--- config.mk ---
export PLATFORM = sky130hd
export DESIGN_NAME = uart_tx_mmio
export DESIGN_NICKNAME = d
export VERILOG_FILES = /design/src/rtl/uart_pkg.sv /design/src/rtl/uart_tx_mmio_fifo.sv /design/src/rtl/uart_tx_mmio.sv
export SDC_FILE = /design/constraint.sdc
export NUM_CORES = 1
export LEC_CHECK = 0
export CAP_MARGIN = 20
export CORE_UTILIZATION = 50
export DETAILED_ROUTE_END_ITERATION = 7
export PLACE_DENSITY = 0.91
export SLEW_MARGIN = 25
export SYNTH_ARGS = -nofsm -noshare
export SYNTH_HDL_FRONTEND = slang
export SYNTH_HIERARCHICAL = 1
export SYNTH_SLANG_ARGS = --single-unit
--- constraint.sdc ---
create_clock -name clk -period 3.57 [get_ports clk]
set_input_delay 0.357 -clock clk [delete_from_list [all_inputs] [get_ports clk]]
set_output_delay 0.357 -clock clk [all_outputs]
set_load 0.02 [all_outputs]
--- src/rtl/uart_pkg.sv ---
// Shared encodings for the memory-mapped UART transmitter: FSM states,
// status-word bit positions and default register addresses.
package uart_pkg;

    typedef enum logic [1:0] {
        S_IDLE  = 2'd0,
        S_START = 2'd1,
        S_DATA  = 2'd2,
        S_STOP  = 2'd3
    } tx_state_e;

    localparam int ST_EMPTY   = 0;
    localparam int ST_FULL    = 1;
    localparam int ST_ACTIVE  = 2;
    localparam int ST_OVF     = 3;
    localparam int ST_CNT_LSB = 8;

    localparam logic [31:0] DEF_TX_ADDR   = 32'h0000_0400;
    localparam logic [31:0] DEF_STAT_ADDR = 32'h0000_0404;

endpackage

--- src/rtl/uart_tx_mmio_fifo.sv ---
// First-word-fall-through synchronous FIFO; pushes while full are dropped.
// Fullness is judged on the pre-edge count, so a same-edge pop does not make room.
module sync_fifo #(
    parameter int WIDTH = 8,
    parameter int DEPTH = 8,
    localparam int AW   = $clog2(DEPTH)
) (
    input  logic             clk,
    input  logic             reset,
    input  logic             push,
    input  logic             pop,
    input  logic [WIDTH-1:0] din,
    output logic [WIDTH-1:0] dout,
    output logic             full,
    output logic             empty,
    output logic [AW:0]      count
);

    logic [WIDTH-1:0] mem_q [DEPTH];
    logic [AW-1:0]    wr_ptr_q, rd_ptr_q;
    logic [AW:0]      count_q;
    logic             do_push, do_pop;

    assign full    = (count_q == (AW+1)'(DEPTH));
    assign empty   = (count_q == '0);
    assign do_push = push && !full;
    assign do_pop  = pop && !empty;
    assign dout    = mem_q[rd_ptr_q];
    assign count   = count_q;

    always_ff @(posedge clk) begin
        if (reset) begin
            wr_ptr_q <= '0;
            rd_ptr_q <= '0;
            count_q  <= '0;
        end else begin
            if (do_push) wr_ptr_q <= wr_ptr_q + 1'b1;
            if (do_pop)  rd_ptr_q <= rd_ptr_q + 1'b1;
            case ({do_push, do_pop})
                2'b10:   count_q <= count_q + 1'b1;
                2'b01:   count_q <= count_q - 1'b1;
                default: ;
            endcase
        end
    end

    always_ff @(posedge clk) begin
        if (do_push) mem_q[wr_ptr_q] <= din;
    end

endmodule

--- src/rtl/uart_tx_mmio.sv ---
// Store-bus snooping UART transmitter: TX_ADDR stores queue a byte, STAT_ADDR
// loads return FIFO/FSM status, and queued bytes go out back-to-back as 8N1.
module uart_tx_mmio
    import uart_pkg::*;
#(
    parameter int          CLKS_PER_BIT = 16,
    parameter int          FIFO_DEPTH   = 8,
    parameter logic [31:0] TX_ADDR      = DEF_TX_ADDR,
    parameter logic [31:0] STAT_ADDR    = DEF_STAT_ADDR
) (
    input  logic        clk,
    input  logic        reset,
    input  logic        writeEn,
    input  logic [31:0] addr,
    input  logic [2:0]  func3,
    input  logic [31:0] storeVal,
    output logic [31:0] loadVal,
    output logic        sel,
    output logic        txd,
    output logic        busy
);

    localparam int             CW       = $clog2(FIFO_DEPTH) + 1;
    localparam int             DW       = $clog2(CLKS_PER_BIT);
    localparam logic [DW-1:0]  DIV_LAST = DW'(CLKS_PER_BIT - 1);

    tx_state_e     state_q, state_d;
    logic [DW-1:0] div_q, div_d;
    logic [2:0]    bit_q, bit_d;
    logic [7:0]    shift_q, shift_d;
    logic          ovf_q, ovf_d;

    logic          hit_tx, hit_stat, push_req, ovf_clr, bit_end;
    logic          fifo_pop, fifo_full, fifo_empty;
    logic [7:0]    fifo_dout;
    logic [CW-1:0] fifo_count;
    logic [31:0]   status;
    logic          unused_bits;

    // Width code and upper store bits carry no meaning for these registers.
    assign unused_bits = ^{func3, storeVal[31:8]};

    assign hit_tx   = (addr == TX_ADDR);
    assign hit_stat = (addr == STAT_ADDR);
    assign sel      = hit_tx || hit_stat;
    assign push_req = writeEn && hit_tx;
    assign ovf_clr  = writeEn && hit_stat && storeVal[0];
    assign busy     = (state_q != S_IDLE) || !fifo_empty;
    assign bit_end  = (div_q == DIV_LAST);

    sync_fifo #(.WIDTH(8), .DEPTH(FIFO_DEPTH)) u_fifo (
        .clk   (clk),
        .reset (reset),
        .push  (push_req),
        .pop   (fifo_pop),
        .din   (storeVal[7:0]),
        .dout  (fifo_dout),
        .full  (fifo_full),
        .empty (fifo_empty),
        .count (fifo_count)
    );

    // A dropped push wins over a same-edge clear.
    assign ovf_d = (push_req && fifo_full) ? 1'b1 : (ovf_clr ? 1'b0 : ovf_q);

    always_comb begin
        status                     = '0;
        status[ST_EMPTY]           = fifo_empty;
        status[ST_FULL]            = fifo_full;
        status[ST_ACTIVE]          = (state_q != S_IDLE);
        status[ST_OVF]             = ovf_q;
        status[ST_CNT_LSB +: 5]    = 5'(fifo_count);
        loadVal                    = sel ? status : '0;
    end

    always_ff @(posedge clk) begin
        if (reset) begin
            state_q <= S_IDLE;
            div_q   <= '0;
            bit_q   <= '0;
            shift_q <= '0;
            ovf_q   <= 1'b0;
        end else begin
            state_q <= state_d;
            div_q   <= div_d;
            bit_q   <= bit_d;
            shift_q <= shift_d;
            ovf_q   <= ovf_d;
        end
    end

    always_comb begin
        state_d  = state_q;
        div_d    = div_q;
        bit_d    = bit_q;
        shift_d  = shift_q;
        fifo_pop = 1'b0;
        txd      = 1'b1;
        case (state_q)
            S_IDLE: begin
                if (!fifo_empty) begin
                    fifo_pop = 1'b1;
                    shift_d  = fifo_dout;
                    div_d    = '0;
                    state_d  = S_START;
                end
            end
            S_START: begin
                txd = 1'b0;
                if (bit_end) begin
                    div_d   = '0;
                    bit_d   = '0;
                    state_d = S_DATA;
                end else begin
                    div_d = div_q + 1'b1;
                end
            end
            S_DATA: begin
                txd = shift_q[0];
                if (bit_end) begin
                    div_d   = '0;
                    shift_d = {1'b0, shift_q[7:1]};
                    if (bit_q == 3'd7) state_d = S_STOP;
                    else               bit_d   = bit_q + 1'b1;
                end else begin
                    div_d = div_q + 1'b1;
                end
            end
            S_STOP: begin
                if (bit_end) begin
                    div_d = '0;
                    // Chain straight into the next start bit when more data is queued.
                    if (!fifo_empty) begin
                        fifo_pop = 1'b1;
                        shift_d  = fifo_dout;
                        state_d  = S_START;
                    end else begin
                        state_d = S_IDLE;
                    end
                end else begin
                    div_d = div_q + 1'b1;
                end
            end
            default: state_d = S_IDLE;
        endcase
    end

endmodule
==> impl_metrics.csv <==
group,metric,value,unit
grt,grt_pass1_wl,13.0,mm
final_layout,area_growth,16.8,%
logic_synthesis,synth.area.top_cells,"edfxtp_1, dfxtp_1, mux4_1",
clocking,clk_latency,0.35,ns
floorplanning,coreArea,8760,µm²
floorplanning,die_x,97.2,µm
logic_synthesis,syn-cell-area,4530,µm²
placed_design,placed_cell_area,5090,µm²
critical_path,cp_num_buf_inv,1,
clocking,tritoncts,"done",
floorplanning,io_pins,105,
power,power.density,392,nW/µm²
drt,drt_pass1_iterations,4,
clocking,cts-root-buf,"clkbuf_8",
drt,routed_wl,7.93,mm
sta,setup_viol,0,
drt,final_antenna_net_count,0,
sta,skew,0.0130,ns
logic_synthesis,syn_area_per_cell,14.0,µm²
clocking,cts_made_buffers,9,
placed_design,gp_congestion,0.774,
clocking,cts_setup_buffers,0,
critical_path,ff2ff_setup_slack,0.59,ns
drt,via_count,2754,
grt,grt_pass1_vias,2756,
logic_synthesis,synth_edf_count,64,
floorplanning,die_y,97.2,µm
floorplanning,start_util,51.7,%
drt,wl_per_cell,15.9,µm
logic_synthesis,yosysTopAreaCell,"edfxtp_1",
final_layout,n_antenna_cell,0,
logic_synthesis,ys_ff_latch,95,
critical_path,crit_path_start_kind,"input port",
placed_design,port_buffers,53,
worst_hold_path,hp-class,"in -> reg",
sta,tightest_slew,0.920,ns
critical_path,critPathTopFamily,"simple AND/OR/NAND/NOR gates",
sta,fmax,321,MHz
power,p_leak,0.00182,µW
sta,maxSlewViolCount,0,
status,status,"complete, no violations",
logic_synthesis,async_flop_share,0,%
grt,grt_max_degree,31,
floorplanning,fp.dieArea,9440,µm²
logic_synthesis,ys_types,60,
power,total_power,2070,µW
critical_path,worstPathArrival,3.40,ns
run,drv_cap,0,
final_layout,fin_util,60.3,%
clocking,numClockSinks,95,
floorplanning,row_count,34,
sta,rsz0062_at_grt,"false",
sta,totalNegativeSetupSlack,0,ns
clocking,clockBufferDepth,2,
final_layout,drive_gt1_share,15.6,%
drt,avgViaCountPerCell,5.52,
critical_path,cp.required,3.85,ns
grt,grt_overflow,0,
drt,drc,0,
critical_path,setup.worst_path.end_class,"register",
sta,fin_crit,3.12,ns
critical_path,path_class,"in -> reg",
final_layout,design_area,5290,µm²
critical_path,cp_cell_sequence,"clkdlybuf4s50_1 -> or4_4 -> nor4_4 -> and3_1 -> and3b_1 -> nand2_8 -> ha_1 -> xor2_1 -> ha_1 -> a21oi_1 -> xor2_1 -> or3_1 -> a21oi_1",
drt,drtIter0Drc,116,
clocking,postCtsResizedCells,0,
clocking,clkTransAtPathRegs,0.10,ns
critical_path,path_max_fanout,5,
grt,antenna_found_initial,0,
sta,hold_viol,0,
sta,relSlewSlack,38.6,%
final_layout,nNetsFinal,470,
critical_path,critPathMaxStageDelay,0.54,ns
sta,min_period_over_period,87.3,%
clocking,htreeDepth,3,
logic_synthesis,seq_area_frac_synth,56.2,%
grt,track_usage,17.6,%
logic_synthesis,synth_flop_cell,"edfxtp_1",
logic_synthesis,ys.warnings.count,6,
placed_design,hpwlAfterDp,5.65,mm
power,peakVddDrop,0.263,mV
clocking,holdBufCountCts,0,
logic_synthesis,synth_cells,324,
logic_synthesis,synth_top_area_share,42.5,%
critical_path,worst_path_max_delay_cell,"or4_4",
## layer usage
| metal | global-route usage (%) | wire length, µm | share of wire [%] |
|---|---|---|---|
| met1 | 21.9 | 3380 | 43 |
| met2 | 29.7 | 4070 | 51 |
| met3 | 2.59 | 250 | 3.2 |
| met4 | 8.96 | 230 | 2.9 |
| met5 | 0 | 0 | 0 |
## placed cells by master (no fill, tap or decap), types with 9 or more instances in the layout
cell type,synthesis,layout
a21oi_1,11,11
clkdlybuf4s50_1,0,52
conb_1,1,24
and2_1,9,9
clkbuf_8,0,9
ha_1,14,14
nor2_1,29,29
mux2i_1,13,13
edfxtp_1,64,64
mux2_2,9,9
dfxtp_1,31,31
buf_4,25,13
## sequential cells by signal (all words and copies together) (netlist names), named ones only
signal / flops
shift_q: 8
u_fifo/rd_ptr_q: 3
u_fifo/mem_q: 64
u_fifo/wr_ptr_q: 3
div_q: 4
state_q: 2
u_fifo/count: 4
bit_q: 3
ovf_q: 1
## cell families after synthesis
group / after synthesis / share of synthesized area (%)
flip-flops: 95 / 56.2
AND/OR/NAND/NOR: 89 / 11.9
buffers and inverters: 45 / 6.69
multiplexers: 38 / 13.7
AO/OA/AOI/OAI: 35 / 6.00
adder cells (fa/ha/maj): 14 / 3.87
XOR/XNOR: 7 / 1.52
other: 1 / 0.0828
## synthesized netlist by cell type (2+ instances only)
cell type / number
mux4_2: 8
and2_1: 9
nand4_1: 2
a211oi_2: 3
xor2_1: 5
nand3_1: 3
and3_1: 3
a221oi_1: 2
mux4_1: 8
buf_1: 3
nor4_1: 6
nand3_2: 2
ha_1: 14
or4_1: 2
nand2_1: 3
dfxtp_1: 31
nor2_1: 29
buf_6: 5
o21ai_0: 3
inv_1: 7
nor3_1: 6
edfxtp_1: 64
buf_4: 25
a21oi_1: 11
clkbuf_1: 3
mux2_2: 9
mux2i_1: 13
nor4b_1: 2
a211oi_1: 6
nand3b_1: 2
nand2b_1: 4
buf_2: 2
and2_0: 2
## metrics by stage
| step | worst slack [ns] | hold slack (ns) | std cells |
|---|---|---|---|
| after global routing | 0.254 | 0.517 | 499 |
| after global placement | 0.148 | 0.464 | 483 |
| after floorplan | 0.626 | 0.446 | 347 |
| after CTS | 0.450 | 0.485 | 499 |
| final | 0.452 | 0.485 | 499 |
| after detailed placement | 0.0816 | 0.483 | 483 |
## worst register-to-register path: cells and delay by family (launching register included)
kind	cells	cell delay [ns]
fa+ha+maj	3	0.76
simple gates	3	0.76
compound gates	4	0.62
flops	1	0.41
xor+xnor	2	0.36
## area by class of cell
type                    count  area, µm²
clock inverters             7       68.8
multi-input cells         207       1770
flip-flops and latches     95       2540
inverters                   7       26.3
clock buffers               9        124
repair buffers             66        623
well taps                 108        135
fillers                   615       3480
## power breakdown
part | internal, µW | switching [µW] | total, µW
clock network | 273 | 390 | 662
registers | 1180 | 7.25 | 1190
logic | 99.6 | 126 | 225
total | 1550 | 523 | 2070
## final timing paths
kind,endpoint,cells after the start,start
setup / recovery,u_fifo/count[2],13,addr[22]
hold / removal,u_fifo/rd_ptr_q[0],2,reset
setup reg to reg,u_fifo/count[2],12,div_q[0]
hold reg to reg,shift_q[7],2,shift_q[7]
(Power assumes the default switching activity.)
